## src/rtl/div_ctrl_pkg.sv

```systemverilog
// Shared types and constants for the divider issue controller.
package div_ctrl_pkg;

  typedef enum logic [1:0] {
    ST_IDLE  = 2'd0,
    ST_RUN   = 2'd1,
    ST_DONE  = 2'd2,
    ST_DRAIN = 2'd3
  } state_e;

  localparam logic [31:0] DZ_QUO          = 32'hFFFF_FFFF;
  localparam int          TIMEOUT_CYC_DEF = 40;
  localparam int          DRAIN_CYC_DEF   = 2;

endpackage

```

## src/rtl/div_issue_ctrl.sv

```systemverilog
// Sequences one DIV/DIVU at a time into the iterative divider and returns quo/rem/tag by valid/ready.
// Optional DIV_CTRL_DZ_BYPASS_EN: zero divisor skips the divider and completes the cycle after accept.
module div_issue_ctrl
  import div_ctrl_pkg::*;
#(
  parameter int TAG_W       = 5,
  parameter int TIMEOUT_CYC = TIMEOUT_CYC_DEF,
  parameter int DRAIN_CYC   = DRAIN_CYC_DEF
) (
  input  logic             div_clk,
  input  logic             resetn,
  input  logic             req_valid,
  output logic             req_ready,
  input  logic             req_signed,
  input  logic [31:0]      req_x,
  input  logic [31:0]      req_y,
  input  logic [TAG_W-1:0] req_tag,
  input  logic             flush,
  output logic             res_valid,
  input  logic             res_ready,
  output logic [31:0]      res_quo,
  output logic [31:0]      res_rem,
  output logic [TAG_W-1:0] res_tag,
  output logic             res_dz,
  output logic             res_timeout,
  output logic             busy,
  output logic             div_go,
  output logic             div_signed,
  output logic [31:0]      div_x,
  output logic [31:0]      div_y,
  input  logic [31:0]      div_s,
  input  logic [31:0]      div_r,
  input  logic             div_complete
);

  localparam logic [5:0] TO_LAST    = 6'(TIMEOUT_CYC - 1);
  localparam logic [5:0] DRAIN_LAST = 6'(DRAIN_CYC - 1);

  state_e             state_q, state_d;
  logic [5:0]         cnt_q, cnt_d;
  logic               go_q, go_d;
  logic               sg_q, sg_d;
  logic [31:0]        x_q, x_d;
  logic [31:0]        y_q, y_d;
  logic [31:0]        quo_q, quo_d;
  logic [31:0]        rem_q, rem_d;
  logic [TAG_W-1:0]   tag_q, tag_d;
  logic               dz_q, dz_d;
  logic               to_q, to_d;

  always_comb begin
    state_d = state_q;
    cnt_d   = cnt_q;
    go_d    = go_q;
    sg_d    = sg_q;
    x_d     = x_q;
    y_d     = y_q;
    quo_d   = quo_q;
    rem_d   = rem_q;
    tag_d   = tag_q;
    dz_d    = dz_q;
    to_d    = to_q;
    case (state_q)
      ST_IDLE: begin
        if (req_valid && !flush) begin
          x_d   = req_x;
          y_d   = req_y;
          sg_d  = req_signed;
          tag_d = req_tag;
          dz_d  = (req_y == '0);
          to_d  = 1'b0;
          cnt_d = '0;
`ifdef DIV_CTRL_DZ_BYPASS_EN
          if (req_y == '0) begin
            quo_d   = DZ_QUO;
            rem_d   = req_x;
            state_d = ST_DONE;
          end else begin
            go_d    = 1'b1;
            state_d = ST_RUN;
          end
`else
          go_d    = 1'b1;
          state_d = ST_RUN;
`endif
        end
      end
      ST_RUN: begin
        // flush outranks a completion arriving on the same edge
        if (flush) begin
          go_d    = 1'b0;
          cnt_d   = '0;
          state_d = ST_DRAIN;
        end else if (div_complete) begin
          quo_d   = div_s;
          rem_d   = div_r;
          go_d    = 1'b0;
          state_d = ST_DONE;
        end else if (cnt_q == TO_LAST) begin
          quo_d   = '0;
          rem_d   = '0;
          to_d    = 1'b1;
          go_d    = 1'b0;
          state_d = ST_DONE;
        end else begin
          cnt_d = cnt_q + 6'd1;
        end
      end
      ST_DONE: begin
        if (flush || res_ready) state_d = ST_IDLE;
      end
      ST_DRAIN: begin
        // div_go stays low here so the divider sees a clean restart
        if (cnt_q == DRAIN_LAST) state_d = ST_IDLE;
        else                     cnt_d   = cnt_q + 6'd1;
      end
      default: state_d = ST_IDLE;
    endcase
  end

  always_ff @(posedge div_clk or negedge resetn) begin
    if (!resetn) begin
      state_q <= ST_IDLE;
      cnt_q   <= '0;
      go_q    <= 1'b0;
      sg_q    <= 1'b0;
      x_q     <= '0;
      y_q     <= '0;
      quo_q   <= '0;
      rem_q   <= '0;
      tag_q   <= '0;
      dz_q    <= 1'b0;
      to_q    <= 1'b0;
    end else begin
      state_q <= state_d;
      cnt_q   <= cnt_d;
      go_q    <= go_d;
      sg_q    <= sg_d;
      x_q     <= x_d;
      y_q     <= y_d;
      quo_q   <= quo_d;
      rem_q   <= rem_d;
      tag_q   <= tag_d;
      dz_q    <= dz_d;
      to_q    <= to_d;
    end
  end

  assign req_ready   = (state_q == ST_IDLE);
  assign busy        = (state_q != ST_IDLE);
  assign res_valid   = (state_q == ST_DONE) && !flush;
  assign res_quo     = quo_q;
  assign res_rem     = rem_q;
  assign res_tag     = tag_q;
  assign res_dz      = dz_q;
  assign res_timeout = to_q;
  assign div_go      = go_q;
  assign div_signed  = sg_q;
  assign div_x       = x_q;
  assign div_y       = y_q;

endmodule

```

## config.mk

```make
export PLATFORM = sky130hd
export DESIGN_NAME = div_issue_ctrl
export DESIGN_NICKNAME = d
export VERILOG_FILES = /design/src/rtl/div_ctrl_pkg.sv /design/src/rtl/div_issue_ctrl.sv
export SDC_FILE = /design/constraint.sdc
export NUM_CORES = 1
export LEC_CHECK = 0
export CAP_MARGIN = 20
export CORE_ASPECT_RATIO = 0.9
export CORE_MARGIN = 10
export CORE_UTILIZATION = 41
export DETAILED_ROUTE_END_ITERATION = 10
export PLACE_DENSITY_LB_ADDON = 0.12
export SKIP_CTS_REPAIR_TIMING = 1
export SLEW_MARGIN = 15
export SYNTH_ARGS = -nofsm -noshare
export SYNTH_HDL_FRONTEND = slang
export SYNTH_SLANG_ARGS = --single-unit
export TNS_END_PERCENT = 10
```

## constraint.sdc

```tcl
create_clock -name div_clk -period 2.47 [get_ports div_clk]
set_input_delay 0.3705 -clock div_clk [delete_from_list [all_inputs] [get_ports div_clk]]
set_output_delay 0.3705 -clock div_clk [all_outputs]
set_load 0.01 [all_outputs]
```

==> results of run 1 <==
power breakdown:
group / total, mW / internal, mW / switching, mW
registers: 4.12 / 3.49 / 0.625
logic: 5.19 / 3.14 / 2.06
clock network: 2.74 / 1.70 / 1.04
area by class of cell:
cell class / count / area, um^2
Sequential cell: 145 / 3630
Fill cell: 959 / 4160
Clock buffer: 18 / 429
Tap cell: 168 / 210
Clock inverter: 14 / 201
Multi-Input combinational cell: 209 / 1920
Inverter: 7 / 26.3
Timing Repair Buffer: 288 / 2890
metrics by stage:
stage	utilization	hold slack [ns]	power (mW)	instances	setup WS [ns]
2_1_floorplan	-	0.0749	6.27	385	0.631
3_3_place_gp	0.644	0.356	9.23	816	0.234
3_5_place_dp	0.644	0.359	9.38	816	0.149
4_1_cts	0.691	-0.104	12.2	848	0.211
5_1_grt	0.691	0.508	12.6	849	0.0394
6_report	0.691	0.479	12.1	849	0.209
worst max-delay path, delay by kind of cell, from the launching register on:
kind	cells	cell delay [ns]
DFF	1	0.42
AOI/OAI and AO/OA	2	0.46
and+or+nand+nor	1	0.42
buffers and inverters	2	0.42
adders and majority gates	1	0.38
kinds of logic after synthesis:
logic type,after synthesis
DFF,145
AOI/OAI and AO/OA,83
muxes,75
and+or+nand+nor,45
buffers and inverters,31
adders and majority gates,6
cell usage after synthesis (all sizes together):
master   count
o22ai        1
buf         23
or2          2
and3         2
a211o        1
a41oi        1
and2         1
nand2b       2
clkbuf       1
o2111ai      1
dfrtp      145
nand2        3
nor2        10
o22a         1
a31oi        3
nand4        7
nor3         2
and3b        1
a32o         2
a21oi        3
nor2b        5
nor4         8
ha           6
o21ai        2
nand3        2
a22o        64
o31ai        1
inv          7
a2111oi      1
o2bb2ai      1
a311o        1
mux2        72
mux2i        3
worst max path at each step:
stage | start | to | slack, ns | depth (start not counted)
3_3_place_gp | flush | res_rem[15]$_DFFE_PN0P_ | 0.23 | 5
4_1_cts | state_q[1]$_DFFE_PN0P_ | res_quo[9]$_DFFE_PN0P_ | 0.21 | 6
3_5_place_dp | flush | res_quo[14]$_DFFE_PN0P_ | 0.15 | 5
2_1_floorplan | state_q[1]$_DFFE_PN0P_ | cnt_q[1]$_DFFE_PN0P_ | 0.63 | 8
6_report | state_q[1]$_DFFE_PN0P_ | res_rem[12]$_DFFE_PN0P_ | 0.21 | 6
5_1_grt | state_q[1]$_DFFE_PN0P_ | res_quo[11]$_DFFE_PN0P_ | 0.04 | 6
routing by layer:
layer  part of all wire  global-route usage
met1               0.38               0.202
met3               0.10              0.0847
met2               0.50               0.312
met5                  0                   0
met4              0.013              0.0606
sequential cells by signal, indices dropped and copies added, names as in the netlist:
name / cells
state_q: 2
res_timeout: 1
res_tag: 5
div_go: 1
res_quo: 32
res_rem: 32
cnt_q: 6
div_y: 32
div_x: 32
div_signed: 1
res_dz: 1
==> results.py, run 1 <==
metrics = {
    "outcome": {
        "run_status": "completed",
    },
    "yosys": {
        "post_synth_and_or_nand_nor_area_fraction": 0.0450,
        "yosysWarningCount": 0,
        "dominant_combinational_cell_family_by_area_after_synthesis": "multiplexers",
        "synth_area_per_cell_um2": 14.8,
        "synth_adder_area_share": 0.0132,
        "synth_seq_area_share": 0.637,
        "synth_nets": 531,
        "area_fraction_in_compound_gates_after_synthesis": 0.130,
        "yosys.area.top_type": "sky130_fd_sc_hd__dfrtp_1",
        "synth-seq-cells": 145,
        "mapped_cells": 385,
        "yosysTopAreaCellShare": 0.637,
        "synthMuxAreaShare": 0.149,
        "yosys.cell_types.count": 39,
        "syn-cell-area_um2": 5700,
        "synth_xor_xnor_area_share": 0,
        "synthTopCellsByArea": "sky130_fd_sc_hd__dfrtp_1 64%, sky130_fd_sc_hd__mux2_2 14%, sky130_fd_sc_hd__a22o_1 9.8%, sky130_fd_sc_hd__buf_2 1.9%, sky130_fd_sc_hd__ha_1 1.3%",
    },
    "setup_path": {
        "timing.critical_path.from_type": "flip-flop",
        "ff2ff_path_depth": 6,
        "critical_path.reg2reg.endpoint": "res_rem[12]$_DFFE_PN0P_",
        "timing.critical_path.fanout_max": 51,
        "slowest_stage": "sky130_fd_sc_hd__dfrtp_1",
        "timing.setup.critical_path_class": "flip-flop to flip-flop",
        "critPathArrivalTime_ns": 2.57,
        "timing.critical_path.slowest_cell_delay_ns": 0.42,
        "worst_setup_path_end_kind": "flip-flop",
        "timing.critical_path.cells": "inv_1 -> ha_1 -> nor2b_2 -> a31oi_4 -> buf_4 -> a22o_1",
        "regToRegSetupSlack_ns": 0.21,
        "r2r-start": "state_q[1]$_DFFE_PN0P_",
        "timing.critical_path.required_ns": 2.78,
    },
    "drt": {
        "route.vias.total": 4438,
        "total_routed_wirelength_mm": 18.5,
        "detail-route-antenna-nets": 0,
        "drt_pass1_iterations": 4,
        "drt_iter0_markers": 253,
        "detail_route.drc_violations": 0,
        "wl_per_cell_um": 21.8,
        "post_drt_via_cell_ratio": 5.23,
    },
    "finish": {
        "diodes": 0,
        "final_design_area_no_fill_um2": 9310,
        "areaGrowthSynthToFinish_pct": 63.4,
        "most-common-layout-cells": "278 x sky130_fd_sc_hd__clkdlybuf4s50_1, 145 x sky130_fd_sc_hd__dfrtp_1, 70 x sky130_fd_sc_hd__mux2_2, 64 x sky130_fd_sc_hd__a22o_1, 17 x sky130_fd_sc_hd__clkbuf_16",
        "final_nets": 814,
        "mostFrequentLayoutCell": "sky130_fd_sc_hd__clkdlybuf4s50_1",
        "fraction_of_layout_instances_using_a_drive_strength_above_1": 0.176,
    },
    "worst_hold_path": {
        "hold_class": "input port to async pin",
    },
    "timing": {
        "timing.slew.headroom": 0.537,
        "fin_skew_ns": 0.0124,
        "setup_violations": 0,
        "timing_worst_slew_pin_value_ns": 0.695,
        "max_slew_violations": 0,
        "finalHoldViolCount": 0,
        "tns_ns": 0,
        "finalCriticalPeriod_ns": 2.26,
        "timing.final.crit_share": 0.915,
        "unrepaired_setup_endpoints_after_global_routing": "no",
        "max_freq_mhz": 442,
    },
    "cts": {
        "count_of_h_tree_levels_built_during_cts": 4,
        "clock_latency_on_the_worst_skew_pair_ns": 0.42,
        "tritoncts_clock_tree": "yes",
        "cts.reportedPaths.clkPinSlew_ns": 0.07,
        "clkSinkCount": 145,
        "cts_max_path_buffers": 2,
        "cts_inserted_buffers": 17,
        "clock_root_buffer_master": "sky130_fd_sc_hd__clkbuf_16",
    },
    "place": {
        "detailed_place_hpwl_mm": 13.8,
        "placed_cell_area_um2": 8670,
        "gp_congestion": 0.826,
        "io_buffers": 279,
    },
    "floorplanning": {
        "floorplan.initialDensity": 0.423,
        "floorplan.rows": 40,
        "die_outline_area_um2": 19000,
        "floorplan.core_area_um2": 13500,
        "top_level_ports": 280,
        "die_h_um": 132,
        "die-width_um": 144,
    },
    "global_routing": {
        "vias_in_the_first_global_route": 4619,
        "groute.usage.overall": 0.185,
        "globalRouteOverflowTotal": 0,
        "grt_max_degree": 73,
        "wire_length_of_the_first_global_routing_pass_mm": 27.0,
        "antenna_found_initial": 0,
    },
    "power_and_ir_drop": {
        "cellLeakagePower_nw": 4.03,
        "worst_ir_drop_vdd_mv": 0.725,
        "power.density_nw_per_um2": 1300,
    },
    "run": {
        "drv_cap": 0,
    },
}
Power figures use the tool's default switching activity.
==> run 2: changes to the inputs <==
--- a/config.mk
+++ b/config.mk
@@ -5,7 +5,7 @@
 export SDC_FILE = /design/constraint.sdc
 export NUM_CORES = 1
 export LEC_CHECK = 0
-export CAP_MARGIN = 20
+export CAP_MARGIN = 10
 export CORE_ASPECT_RATIO = 0.9
 export CORE_MARGIN = 10
 export CORE_UTILIZATION = 41
==> results of run 2 <==
The final DEF is identical to that of run 1; final timing and power are the same.
==> run 3: changes to the inputs <==
--- a/config.mk
+++ b/config.mk
@@ -5,10 +5,11 @@
 export SDC_FILE = /design/constraint.sdc
 export NUM_CORES = 1
 export LEC_CHECK = 0
+export ABC_AREA = 1
 export CAP_MARGIN = 10
 export CORE_ASPECT_RATIO = 0.9
 export CORE_MARGIN = 10
-export CORE_UTILIZATION = 41
+export CORE_UTILIZATION = 42
 export DETAILED_ROUTE_END_ITERATION = 10
 export PLACE_DENSITY_LB_ADDON = 0.12
 export SKIP_CTS_REPAIR_TIMING = 1
==> results.py, run 3 <==
metrics = {
    "power_and_ir_drop": {
        "cellLeakagePower_nw": 4.77,
        "power.density_nw_per_um2": 1210,
        "worst_ir_drop_vdd_mv": 0.643,
        "netSwitchingFraction": 0.333,
        "p_comb_frac": 0.420,
        "internal_power_mw": 7.90,
        "total_switching_power_mw": 3.95,
        "clock_power_share": 0.236,
        "share_seq_of_total_power": 0.344,
    },
    "timing": {
        "fin_skew_ns": 0.00777,
        "finalHoldViolCount": 0,
        "timing.final.crit_share": 0.884,
        "timing_worst_slew_pin_value_ns": 0.689,
        "finalCriticalPeriod_ns": 2.18,
        "holdWs_ns": 0.467,
        "setup_ws_ns": 0.287,
        "max_slew_violations": 0,
        "tns_ns": 0,
        "unrepaired_setup_endpoints_after_global_routing": "no",
        "timing.slew.headroom": 0.541,
        "max_freq_mhz": 458,
        "setup_violations": 0,
    },
    "yosys": {
        "synth_nets": 860,
        "synthTopCellsByArea": "sky130_fd_sc_hd__dfrtp_1 59%, sky130_fd_sc_hd__nand2_1 17%, sky130_fd_sc_hd__nand3_1 6.6%, sky130_fd_sc_hd__nand2_2 3.1%, sky130_fd_sc_hd__inv_1 3.0%",
        "syn-cell-area_um2": 6200,
        "async_flop_share": 1.00,
        "synth_seq_area_share": 0.586,
        "yosysTopAreaCellShare": 0.586,
        "synth-seq-cells": 145,
        "yosys.cell_types.count": 24,
        "yosysWarningCount": 0,
        "yosys.area.top_type": "sky130_fd_sc_hd__dfrtp_1",
        "synth_enable_flop_cells": 0,
        "synthFlopType": "sky130_fd_sc_hd__dfrtp_1",
        "mapped_cells": 714,
        "synthMostInstantiatedCell": "sky130_fd_sc_hd__nand2_1",
        "post_synth_most_frequent_cells": "287 x sky130_fd_sc_hd__nand2_1, 145 x sky130_fd_sc_hd__dfrtp_1, 82 x sky130_fd_sc_hd__nand3_1",
        "synth_area_per_cell_um2": 8.68,
    },
    "finish": {
        "most-common-layout-cells": "287 x sky130_fd_sc_hd__nand2_1, 277 x sky130_fd_sc_hd__clkdlybuf4s50_1, 145 x sky130_fd_sc_hd__dfrtp_1, 81 x sky130_fd_sc_hd__nand3_1, 50 x sky130_fd_sc_hd__inv_1",
        "mostFrequentLayoutCell": "sky130_fd_sc_hd__nand2_1",
        "regArea_um2": 3630,
        "areaGrowthSynthToFinish_pct": 58.1,
        "layout.core_utilization": 0.671,
        "final_nets": 1132,
        "fraction_of_layout_instances_using_a_drive_strength_above_1": 0.0802,
        "diodes": 0,
        "fin_cells": 1196,
        "multi_input_gate_area_um2": 2150,
        "n_fill_cell": 1215,
    },
    "place": {
        "place_ws_ns": 0.353,
        "detailed_place_hpwl_mm": 14.4,
        "io_buffers": 279,
        "gp_congestion": 0.836,
        "dpl.cell_count": 1164,
    },
    "global_routing": {
        "antenna_found_initial": 0,
        "vias_in_the_first_global_route": 5538,
        "globalRouteOverflowTotal": 0,
        "grt_max_degree": 67,
        "wire_length_of_the_first_global_routing_pass_mm": 30.4,
        "groute.usage.overall": 0.191,
    },
    "floorplanning": {
        "floorplan.core_area_um2": 14600,
        "floorplan.initialDensity": 0.424,
        "die_outline_area_um2": 20000,
        "floorplan.rows": 42,
        "die-width_um": 148,
        "die_h_um": 135,
        "top_level_ports": 280,
    },
    "drt": {
        "detail-route-antenna-nets": 0,
        "post_drt_via_cell_ratio": 4.67,
        "wl_per_cell_um": 16.4,
        "drt_iter0_markers": 247,
        "drt_pass1_iterations": 4,
        "total_routed_wirelength_mm": 19.6,
        "detail_route.drc_violations": 0,
        "route.vias.total": 5585,
    },
    "setup_path": {
        "timing.critical_path.fanout_max": 5,
        "timing.critical_path.required_ns": 2.10,
        "timing.setup.critical_path_class": "flip-flop to primary output",
        "worst_setup_path_end_kind": "primary output",
        "critPathArrivalTime_ns": 1.81,
        "timing.critical_path.from_type": "flip-flop",
    },
    "worst_hold_path": {
        "hold_class": "input port to flip-flop",
    },
    "cts": {
        "tritoncts_clock_tree": "yes",
        "cts_inserted_buffers": 17,
        "clkSinkCount": 145,
        "cts_max_path_buffers": 2,
        "count_of_h_tree_levels_built_during_cts": 4,
        "clock_latency_on_the_worst_skew_pair_ns": 0.41,
        "cts.reportedPaths.clkPinSlew_ns": 0.06,
        "clock_root_buffer_master": "sky130_fd_sc_hd__clkbuf_16",
    },
    "outcome": {
        "run_status": "completed",
    },
    "run": {
        "drv_cap": 0,
    },
}
## run 3: changes by cell type in the layout (fill, tap and decap cells not counted), moves of 6 or more
cell / before / now
sky130_fd_sc_hd__nand2_2: 0 / 31
sky130_fd_sc_hd__o21ai_1: 0 / 31
sky130_fd_sc_hd__inv_1: 7 / 50
sky130_fd_sc_hd__a22o_1: 64 / 0
sky130_fd_sc_hd__nand3_1: 2 / 81
sky130_fd_sc_hd__nor4_1: 8 / 1
sky130_fd_sc_hd__o21ai_0: 2 / 8
sky130_fd_sc_hd__nor2_1: 9 / 17
sky130_fd_sc_hd__mux2_2: 70 / 0
sky130_fd_sc_hd__nand2_1: 3 / 287
## run 3: path summary, 6_finish.rpt
kind | start | slack (ns) | endpoint | cells after the start
setup reg to reg | state_q[1]$_DFFE_PN0P_ | 0.60 | state_q[0]$_DFFE_PN0P_ | 10
hold / removal | div_complete | 0.47 | div_go$_DFFE_PN0P_ | 7
hold reg to reg | res_rem[8]$_DFFE_PN0P_ | 0.47 | res_rem[8]$_DFFE_PN0P_ | 2
max in group asynchronous | resetn | 1.30 | res_quo[2]$_DFFE_PN0P_ | 3
setup / recovery | state_q[0]$_DFFE_PN0P_ | 0.29 | busy | 4
min in group asynchronous | resetn | 0.53 | div_y[14]$_DFFE_PN0P_ | 2
## run 3: cells by family (layout without fill, tap and decap cells)
group	after synthesis	after routing	share of synthesized area
AND/OR/NAND/NOR	431	431	0.297
buffers and inverters	89	373	0.0697
flip-flops	145	145	0.586
AO/OA/AOI/OAI	43	43	0.0353
adder cells (fa/ha/maj)	6	6	0.0121
## run 3: critical path, stage by stage (launching register included)
cell and delay (ns):
sky130_fd_sc_hd__dfrtp_1 0.39, sky130_fd_sc_hd__inv_1 0.08, sky130_fd_sc_hd__ha_1 0.29, sky130_fd_sc_hd__inv_1 0.10, sky130_fd_sc_hd__clkdlybuf4s50_1 0.55
## run 3: power groups by stage
stage	logic [mW]	clock network, mW	registers (mW)
after floorplan	1.58	0	4.56
after global placement	5.00	0	4.07
after detailed placement	5.06	0	4.09
after CTS	5.07	2.86	4.09
after global routing	5.47	2.95	4.21
final	4.98	2.80	4.08
## run 3: layer usage
layer | track usage | routed length [um] | part of all wire | vias up
met2 | 0.298 | 8990 | 0.46 | 208
met4 | 0.0429 | 142 | 0.0073 | 0
met5 | 0 | 0 | 0 | -
met1 | 0.237 | 8360 | 0.43 | 2594
met3 | 0.0908 | 2060 | 0.11 | 10
li1 | - | - | - | 2773
## run 3: through the flow
stage / power, mW / area, um^2
after floorplan: 6.14 / 6200
after global placement: 9.07 / 9150
after detailed placement: 9.15 / 9150
after CTS: 12.0 / 9790
after global routing: 12.6 / 9800
final: 11.9 / 9800
## run 3: cell type report
type,instances,share of cell area
clock buffer,20,0.0466
clock inverter,11,0.0189
inverter,52,0.0199
multi-input combinational,480,0.219
sequential,145,0.370
tap,198,0.0253
timing repair buffer,290,0.300
